==> src/rtl/vga_timing_pkg.sv <==
// Shared phase encodings, flag payload and 640x480@60 timing defaults for the VGA raster.
package vga_timing_pkg;

  // Counter width for both raster axes
  localparam int unsigned CNT_W     = 10;
  localparam int unsigned MAX_TOTAL = 1024;

  // 640x480@60 horizontal timing (pixels)
  localparam int unsigned H_ACTIVE_DEF = 640;
  localparam int unsigned H_FRONT_DEF  = 16;
  localparam int unsigned H_SYNC_DEF   = 96;
  localparam int unsigned H_BACK_DEF   = 48;

  // 640x480@60 vertical timing (lines)
  localparam int unsigned V_ACTIVE_DEF = 480;
  localparam int unsigned V_FRONT_DEF  = 10;
  localparam int unsigned V_SYNC_DEF   = 2;
  localparam int unsigned V_BACK_DEF   = 33;

  // Per-axis raster phase
  typedef enum logic [1:0] {
    PH_ACTIVE = 2'd0,
    PH_FRONT  = 2'd1,
    PH_SYNC   = 2'd2,
    PH_BACK   = 2'd3
  } phase_e;

  // Flags that travel through the output delay line together
  typedef struct packed {
    logic video_on;
    logic hsync;
    logic vsync;
  } vga_flags_t;

endpackage

==> src/rtl/vga_axis_timer.sv <==
// One raster axis: wrapping position counter plus its ACTIVE/FRONT/SYNC/BACK phase FSM.
module vga_axis_timer
  import vga_timing_pkg::*;
#(
  parameter int unsigned ACTIVE = H_ACTIVE_DEF,
  parameter int unsigned FRONT  = H_FRONT_DEF,
  parameter int unsigned SYNC   = H_SYNC_DEF,
  parameter int unsigned BACK   = H_BACK_DEF
) (
  input  logic             clock,
  input  logic             reset,
  input  logic             advance,
  output logic [CNT_W-1:0] count,
  output phase_e           phase,
  output logic             wrap
);

  localparam int unsigned TOTAL = ACTIVE + FRONT + SYNC + BACK;

  // Count values at which each phase begins
  localparam logic [CNT_W-1:0] FRONT_AT = CNT_W'(ACTIVE);
  localparam logic [CNT_W-1:0] SYNC_AT  = CNT_W'(ACTIVE + FRONT);
  localparam logic [CNT_W-1:0] BACK_AT  = CNT_W'(ACTIVE + FRONT + SYNC);
  localparam logic [CNT_W-1:0] LAST     = CNT_W'(TOTAL - 1);

  // Reject timings that do not fit the 10-bit counter
  if (TOTAL > MAX_TOTAL) begin : g_total_check
    $error("vga_axis_timer: total period exceeds counter range");
  end

  logic [CNT_W-1:0] count_q, count_d;
  phase_e           phase_q, phase_d;

  // State registers
  always_ff @(posedge clock) begin
    if (reset) begin
      count_q <= '0;
      phase_q <= PH_ACTIVE;
    end else begin
      count_q <= count_d;
      phase_q <= phase_d;
    end
  end

  // Next count and phase; the phase changes on the same advance that reaches its boundary
  always_comb begin
    count_d = count_q;
    phase_d = phase_q;
    if (advance) begin
      if (count_q == LAST) begin
        count_d = '0;
        phase_d = PH_ACTIVE;
      end else begin
        count_d = count_q + 1'b1;
        unique case (phase_q)
          PH_ACTIVE: if (count_d == FRONT_AT) phase_d = PH_FRONT;
          PH_FRONT:  if (count_d == SYNC_AT)  phase_d = PH_SYNC;
          PH_SYNC:   if (count_d == BACK_AT)  phase_d = PH_BACK;
          PH_BACK:   phase_d = PH_BACK;
          default:   phase_d = PH_ACTIVE;
        endcase
      end
    end
  end

  assign count = count_q;
  assign phase = phase_q;
  // Wrap is the advance that returns the count to zero; it chains the next axis
  assign wrap  = advance && (count_q == LAST);

endmodule

==> src/rtl/vga_timing_controller.sv <==
// VGA raster timing: pixel prescaler, h/v axis timers, tick-aligned strobes and
// a flag delay line matching the registered colour output stage.
module vga_timing_controller
  import vga_timing_pkg::*;
#(
  parameter int unsigned H_ACTIVE   = H_ACTIVE_DEF,
  parameter int unsigned H_FRONT    = H_FRONT_DEF,
  parameter int unsigned H_SYNC     = H_SYNC_DEF,
  parameter int unsigned H_BACK     = H_BACK_DEF,
  parameter int unsigned V_ACTIVE   = V_ACTIVE_DEF,
  parameter int unsigned V_FRONT    = V_FRONT_DEF,
  parameter int unsigned V_SYNC     = V_SYNC_DEF,
  parameter int unsigned V_BACK     = V_BACK_DEF,
  parameter int unsigned CLK_DIV    = 2,
  parameter bit          SYNC_POL   = 1'b0,
  parameter int unsigned PIPE_DELAY = 1
) (
  input  logic             clock,
  input  logic             reset,
  input  logic             enable,
  output logic             pixel_tick,
  output logic [CNT_W-1:0] pixel_x,
  output logic [CNT_W-1:0] pixel_y,
  output logic             line_start,
  output logic             frame_start,
  output logic             video_on,
  output logic             hsync,
  output logic             vsync
);

  localparam int unsigned      DIV_W    = (CLK_DIV > 1) ? $clog2(CLK_DIV) : 1;
  localparam logic [DIV_W-1:0] DIV_LAST = DIV_W'(CLK_DIV - 1);

  localparam vga_flags_t FLAGS_IDLE = '{video_on: 1'b0, hsync: !SYNC_POL, vsync: !SYNC_POL};

  // A zero divider has no meaningful pixel rate
  if (CLK_DIV == 0) begin : g_div_check
    $error("vga_timing_controller: CLK_DIV must be at least 1");
  end

  logic [DIV_W-1:0] div_q, div_d;
  logic             pixel_tick_q, pixel_tick_d;
  logic             line_start_q, line_start_d;
  logic             frame_start_q, frame_start_d;

  logic [CNT_W-1:0] h_count, v_count;
  phase_e           h_phase, v_phase;
  logic             h_wrap, v_wrap;
  logic             h_zero_next, v_zero_next;
  logic             div_last;

  vga_flags_t flags_raw, flags_out;

  // Horizontal axis steps once per pixel. A tick already on the output always
  // commits its pixel step, so dropping enable during a tick cycle loses no pixel.
  vga_axis_timer #(
    .ACTIVE (H_ACTIVE),
    .FRONT  (H_FRONT),
    .SYNC   (H_SYNC),
    .BACK   (H_BACK)
  ) u_h_timer (
    .clock   (clock),
    .reset   (reset),
    .advance (pixel_tick_q),
    .count   (h_count),
    .phase   (h_phase),
    .wrap    (h_wrap)
  );

  // Vertical axis steps once per line
  vga_axis_timer #(
    .ACTIVE (V_ACTIVE),
    .FRONT  (V_FRONT),
    .SYNC   (V_SYNC),
    .BACK   (V_BACK)
  ) u_v_timer (
    .clock   (clock),
    .reset   (reset),
    .advance (h_wrap),
    .count   (v_count),
    .phase   (v_phase),
    .wrap    (v_wrap)
  );

  assign div_last = (div_q == DIV_LAST);

  // Position the counters will hold after this clock, used to qualify the strobes
  assign h_zero_next = pixel_tick_q ? h_wrap : (h_count == '0);
  assign v_zero_next = h_wrap ? v_wrap : (v_count == '0);

  // Prescaler and strobe registers
  always_ff @(posedge clock) begin
    if (reset) begin
      div_q         <= '0;
      pixel_tick_q  <= 1'b0;
      line_start_q  <= 1'b0;
      frame_start_q <= 1'b0;
    end else begin
      div_q         <= div_d;
      pixel_tick_q  <= pixel_tick_d;
      line_start_q  <= line_start_d;
      frame_start_q <= frame_start_d;
    end
  end

  // Prescaler next state; strobes are only raised together with a tick
  always_comb begin
    div_d         = div_q;
    pixel_tick_d  = 1'b0;
    line_start_d  = 1'b0;
    frame_start_d = 1'b0;
    if (enable) begin
      div_d         = div_last ? '0 : div_q + 1'b1;
      pixel_tick_d  = div_last;
      line_start_d  = div_last && h_zero_next;
      frame_start_d = div_last && h_zero_next && v_zero_next;
    end
  end

  // Undelayed flags, aligned with pixel_x/pixel_y
  always_comb begin
    flags_raw          = FLAGS_IDLE;
    flags_raw.video_on = (h_phase == PH_ACTIVE) && (v_phase == PH_ACTIVE);
    flags_raw.hsync    = (h_phase == PH_SYNC) ? SYNC_POL : !SYNC_POL;
    flags_raw.vsync    = (v_phase == PH_SYNC) ? SYNC_POL : !SYNC_POL;
  end

  // Flag delay line, stepped every enabled clock to match the colour register stage
  if (PIPE_DELAY == 0) begin : g_no_pipe
    assign flags_out = flags_raw;
  end else begin : g_pipe
    vga_flags_t pipe_q [PIPE_DELAY];

    // Shift register holding the last PIPE_DELAY flag samples
    always_ff @(posedge clock) begin
      if (reset) begin
        for (int i = 0; i < PIPE_DELAY; i++) pipe_q[i] <= FLAGS_IDLE;
      end else if (enable) begin
        pipe_q[0] <= flags_raw;
        for (int i = 1; i < PIPE_DELAY; i++) pipe_q[i] <= pipe_q[i-1];
      end
    end

    assign flags_out = pipe_q[PIPE_DELAY-1];
  end

  assign pixel_tick  = pixel_tick_q;
  assign line_start  = line_start_q;
  assign frame_start = frame_start_q;
  assign pixel_x     = h_count;
  assign pixel_y     = v_count;
  assign video_on    = flags_out.video_on;
  assign hsync       = flags_out.hsync;
  assign vsync       = flags_out.vsync;

endmodule

==> config.mk <==
export PLATFORM = sky130hd
export DESIGN_NAME = vga_timing_controller
export DESIGN_NICKNAME = d
export VERILOG_FILES = /design/src/rtl/vga_timing_pkg.sv /design/src/rtl/vga_axis_timer.sv /design/src/rtl/vga_timing_controller.sv
export SDC_FILE = /design/constraint.sdc
export NUM_CORES = 1
export LEC_CHECK = 0
export ABC_AREA = 0
export CAP_MARGIN = 25
export CORE_ASPECT_RATIO = 2
export CORE_MARGIN = 2
export CORE_UTILIZATION = 50
export CTS_BUF_LIST = sky130_fd_sc_hd__clkbuf_2 sky130_fd_sc_hd__clkbuf_4 sky130_fd_sc_hd__clkbuf_8
export DETAILED_ROUTE_END_ITERATION = 12
export PLACE_DENSITY = 0.78
export SYNTH_ARGS = -nofsm -noshare
export SYNTH_HDL_FRONTEND = slang
export SYNTH_SLANG_ARGS = --single-unit
==> constraint.sdc <==
create_clock -name clock -period 2.2 [get_ports clock]
set_clock_uncertainty 0.1 [all_clocks]
set_input_delay 0.55 -clock clock [delete_from_list [all_inputs] [get_ports clock]]
set_output_delay 0.55 -clock clock [all_outputs]
set_load 0.005 [all_outputs]
# ---- Word level (Yosys, flattened, before mapping)
# Memory sizes are Yosys's and may differ from the RTL's.
# Index checks and enable logic that the tools add are counted.
dict set report classes {
  add_sub_neg 3
  mul 0
  div 0
  magnitude_cmp 0
  eq_ne 20
  shifts 0
  n_mux 24
  bitwise 1
  n_reduce_logical 13
}
# op count
set op_table {}
lappend op_table {{== test 10 bit (second input constant)} 5}
lappend op_table {{== test 10 x 9 -> 1 bit (second input constant)} 3}
lappend op_table {{adder 10 x 1 -> 10 bit (second input constant)} 2}
lappend op_table {{logical NOT 10 bit} 2}
lappend op_table {{two-way mux 10 bit} 2}
lappend op_table {{!= test 3 x 1 -> 1 bit (second input constant)} 6}
lappend op_table {{two-way mux 2 bit} 8}
lappend op_table {{one-hot mux 2 bit (4 select lines)} 2}
lappend op_table {{two-way mux 1 bit} 11}
lappend op_table {{== test 2 bit (second input constant)} 4}
lappend op_table {{AND reduction 4 bit} 2}
lappend op_table {{logical AND 1 bit} 5}
lappend op_table {{== test 2 x 1 -> 1 bit (second input constant)} 2}
lappend op_table {{logical NOT 2 bit} 2}
lappend op_table {{two-way mux 3 bit} 1}
lappend op_table {{OR reduction 3 bit} 1}
lappend op_table {{OR reduction 2 bit} 1}
lappend op_table {{adder 1 bit (second input constant)} 1}
lappend op_table {{NOT 1 bit} 1}
dict set report totals {
  ff_bits 28
  latch_bits 0
  ramBits 3
  romBits 0
  in_bits 3
  output_inout_bits 26
  memories 1
}
# memory depth word_bits read_ports rd_clocked_by_memory_dff write_ports line
set memory_table {}
lappend memory_table {g_pipe.pipe_q 1 3 1 0 1 vga_timing_controller.sv:132} ;# vga_flags_t pipe_q [PIPE_DELAY];

# ---- Depth between registers and ports, before layout
dict set report logic_depth {
  word_depth 5
  ltp_mapped 9
  depth_no_buf 8
}

# ---- Cells and area by module
# Synthesis repeated with hierarchy kept, for this count alone.
dict set report unflattened {
  hier_cells 256
  hier_area_um2 2095.8
}
# mod instances cells_per_inst area_each_um2 seq_area_each_um2
set by_module_without_submodules {}
lappend by_module_without_submodules {{vga_axis_timer at u_v_timer} 1 124 937.1 240.2}
lappend by_module_without_submodules {{vga_axis_timer at u_h_timer} 1 103 842.1 240.2}
lappend by_module_without_submodules {vga_timing_controller 1 29 316.6 170.2}

# ---- Worst setup path after synthesis
# OpenSTA, ideal clock, no wires.
dict set report synth_timing {
  kind {reg-to-reg}
  from {register u_v_timer.count_q[0] (netlist: u_v_timer.count[0])}
  to {register u_v_timer.phase_q[0] (netlist: u_v_timer.phase[0])}
  setup_ns 0.069
  t_arrival_ns 2.142
  required_ns 2.031
  slack_ns -0.111
  stages_incl_launch_ff 9
  path_buffers 0
  path_cell_list {dfxtp_1 -> ha_1 -> and3_2 -> nor3b_1 -> a31oi_1 -> or3_4 -> o41ai_2 -> o2111ai_1 -> o21ai_1}
}
dict set report synth_between {
  elab_chain_len 4
  elab_cells_between_ends 10
}
# item line
set synth_rtl {}
lappend synth_rtl {{start, declared} vga_axis_timer.sv:31} ;# logic [CNT_W-1:0] count_q, count_d;
lappend synth_rtl {{start signal, assigned} vga_axis_timer.sv:40} ;# count_q <= count_d;
lappend synth_rtl {{adder 10 x 1 -> 10 bit} vga_axis_timer.sv:54} ;# count_d = count_q + 1'b1;
lappend synth_rtl {{== test 10 x 9 -> 1 bit (on tied branches)} {vga_axis_timer.sv:57, vga_axis_timer.sv:56, vga_axis_timer.sv:58}}
lappend synth_rtl {{!= test 3 x 1 -> 1 bit (no source line)} n/a}
lappend synth_rtl {{AND reduction 4 bit (no source line)} n/a}
lappend synth_rtl {{end signal, assigned} vga_axis_timer.sv:41} ;# phase_q <= phase_d;
lappend synth_rtl {{end, declared} vga_axis_timer.sv:32} ;# phase_e phase_q, phase_d;
# Parallel ways exist; a longest one is shown, timed or not.
# A chain may end at the register's enable or synchronous reset.

# ---- Final worst setup path
dict set report layout_timing {
  from {register u_v_timer.count_q[1] (netlist: u_v_timer.count[1])}
  to {register u_v_timer.phase_q[1] (netlist: u_v_timer.phase[1])}
}
# The elaborated chain is that of the path after synthesis.

==> impl_metrics.ini <==
[sta]
min_period_ns = 2.175
fin_setup_tns_ns = 0
setup_viol = 0
maxSlewHeadroom_pct = 63.34
hold_viol = 0
max_freq_mhz = 459.7
fin_crit_sh_pct = 98.87
tightest_slew_ns = 0.5479
whs_ns = 0.4259
rsz0062_at_grt = yes
drv_slew = 0

[setup_path]
path_delay_family = simple AND/OR/NAND/NOR gates
slowest_delay_ns = 0.38
crit_type = flip-flop to flip-flop
endpoint_kind = flip-flop
critPathSlowestCell = dfxtp_1
cp_common_cell = buf_4
arrival_ns = 2.27
crit_required_ns = 2.29
crit_fanout = 7
critPathBufInv = 3
crit_chain = buf_4 > inv_1 > ha_1 > nand3b_1 > nor2_2 > buf_4 > nor3b_1 > o41ai_4 > a311oi_1
cp-start-kind = flip-flop

[min_path]
hold_path_class = flip-flop to flip-flop

[pwr]
leakagePower_uw = 0.0009217
vdd_drop_max_v = 0.0004573
power_density_mw_per_mm2 = 427.2

[place]
hpwl_um = 3978
gp_congestion = 0.9161
postPlaceCellArea_mm2 = 0.002446
dp.cells = 338
port_buffers = 28

[die]
num_rows = 32
initial_core_util_pct = 50.95
io_pins = 29
core_mm2 = 0.003804
fp.dieArea_mm2 = 0.004420
die_width_um = 48.03
die_h_um = 92.05

[outcome]
status = completed

[finish]
design_area_mm2 = 0.002604
num-fill-cells = 319
diodes = 0
synthToLayoutAreaGrowth_pct = 34.34
finalNonFillerCells = 346
nets = 304
drive_gt1_share_pct = 22.03

[job]
max-cap-violations = 0

[global_routing]
grt_antenna_before_repair = 0
grt_max_degree = 15
grt_overflow = 0
grt.total_usage_pct = 26.06
grt_pass1_vias = 1872
grt_first_pass_wirelength_um = 8224

[synthesis]
synth_nets = 254
postSynthAreaPerCell_um2 = 7.943
synth_area_leaders = dfxtp_1 29%, nor2_1 4.8%, edfxtp_1 4.6%
yosys_warnings = 0
synthArstFlopShare_pct = 0
synth_area_mm2 = 0.001938
ys_types = 51
yosysSeqAreaShare_pct = 33.57
yosysTopAreaCell = dfxtp_1
synthCells = 244
synthFlopType = dfxtp_1
synth_edf_count = 3
synth_top_cell_area_share_pct = 28.92
synth_seq_cells = 31

[route]
wl_per_cell_um = 15.34
drc = 0
drt_iter0_drc = 32
viasPerCell = 5.789
postRouteAntennaNets = 0
num_vias = 2003
routed_wl_um = 5309
first_pass_iters = 4

[cts]
cts_max_level = 2
path_clk_slew_ns = 0.07
ctsHoldBuffers = 0
cts.sinks = 31
cts_tree = built
cts.path.max_buffers = 2
cts_buffers = 5
root_buffer = clkbuf_8
clk_latency_ns = 0.29
-- registers in the layout, summed over array words and instances, names as in the netlist --
name and cells:
div_last 1, frame_start 1, g_pipe.pipe_q 3, line_start 1
pixel_tick 1, u_h_timer.count 10, u_h_timer.phase 2, u_v_timer.count 10
u_v_timer.phase 2
-- placed cells by master, fill, tap and decap left out, types with 2 or more instances in the layout --
master,instances
a211oi_2,2
nor2_2,3
clkdlybuf4s50_1,28
o21ai_0,9
a21oi_1,17
or3_1,4
dfxtp_1,26
a22oi_1,2
nor2_1,23
edfxtp_1,3
clkbuf_8,6
a311oi_1,3
inv_1,13
and3_1,3
nand3_1,14
o211ai_1,2
nand2b_1,2
nor3_1,12
nand2_1,18
a31oi_1,3
nor4_1,3
buf_4,31
and4_1,2
nand3b_1,3
xnor2_1,7
nor3b_1,4
ha_1,5
or2_2,2
nor2b_1,2
o21ai_2,2
and2_1,2
xor2_1,7
a21o_1,2
nand4_1,3
-- worst paths after layout --
path,end,start,slack [ns],depth (start not counted)
max reg2reg,u_v_timer.phase[1],u_v_timer.count[1],0.02,9
min reg2reg,div_last,div_last,0.43,2
min,div_last,div_last,0.43,2
max,u_v_timer.phase[1],u_v_timer.count[1],0.02,9
-- cells in the mapped netlist (4+ instances only) --
master / instances
a21oi_1: 17
a311oi_1: 4
clkbuf_1: 11
dfxtp_1: 28
ha_1: 7
inv_1: 13
nand2_1: 19
nand3_1: 15
nor2_1: 25
nor3_1: 12
nor3b_1: 5
nor4_1: 4
o21ai_0: 9
or3_1: 4
xnor2_1: 7
xor2_1: 7
-- layout make-up --
class / instances / area (um^2) / share of cell area, %
clock buffers: 7 / 90.09 / 3.460
clock inverters: 1 / 5.005 / 0.1922
inverters: 13 / 48.80 / 1.874
multi-input cells: 184 / 1227 / 47.14
flip-flops and latches: 31 / 655.6 / 25.18
well taps: 51 / 63.81 / 2.451
repair buffers: 59 / 513.0 / 19.70
-- report_power, final --
group          total (uW)  leakage, uW  internal [uW]  switching (uW)
Combinational        50.1     0.000617           25.0            25.1
Clock                 484    0.0000517            265             219
Sequential            579     0.000253            575            3.58
-- per-layer routing --
layer  wire length [um]  track usage, %  vias to the layer above
met4                242           17.12                        0
met1               1858           24.54                      948
met2               3060           46.56                       61
met3                148           3.346                       20
met5                  0               0                        -
li1                   -               -                      974
-- timing repair --
item / 4_1_cts / 5_1_grt
gates resized for setup: 3 / 11
pin swaps: 2 / 3
setup endpoints to repair: 1 / 9
setup buffers: 0 / 0
-- worst min-delay path: cells and delay by family (launching register included) --
family        cells  cell delay [ns]
flops             1             0.34
xor+xnor          1             0.08
simple gates      1             0.07
-- through the flow --
stage	util (%)	setup WS [ns]	total power, uW
CTS	67.27	0.02528	1131
floorplan	-	-0.01660	615.3
detailed placement	64.31	-0.04791	642.4
global route	68.45	-0.05745	1155
finish	68.45	0.02478	1112
global placement	64.31	0.06321	641.3
-- kinds of logic after synthesis --
| logic type | count (synthesis) | synth area share [%] |
|---|---|---|
| compound gates | 53 | 18.91 |
| xor+xnor | 14 | 6.327 |
| fa+ha+maj | 7 | 4.519 |
| buf+inv | 29 | 6.779 |
| flops | 31 | 33.57 |
| simple gates | 110 | 29.89 |
(Power assumes the default switching activity.)
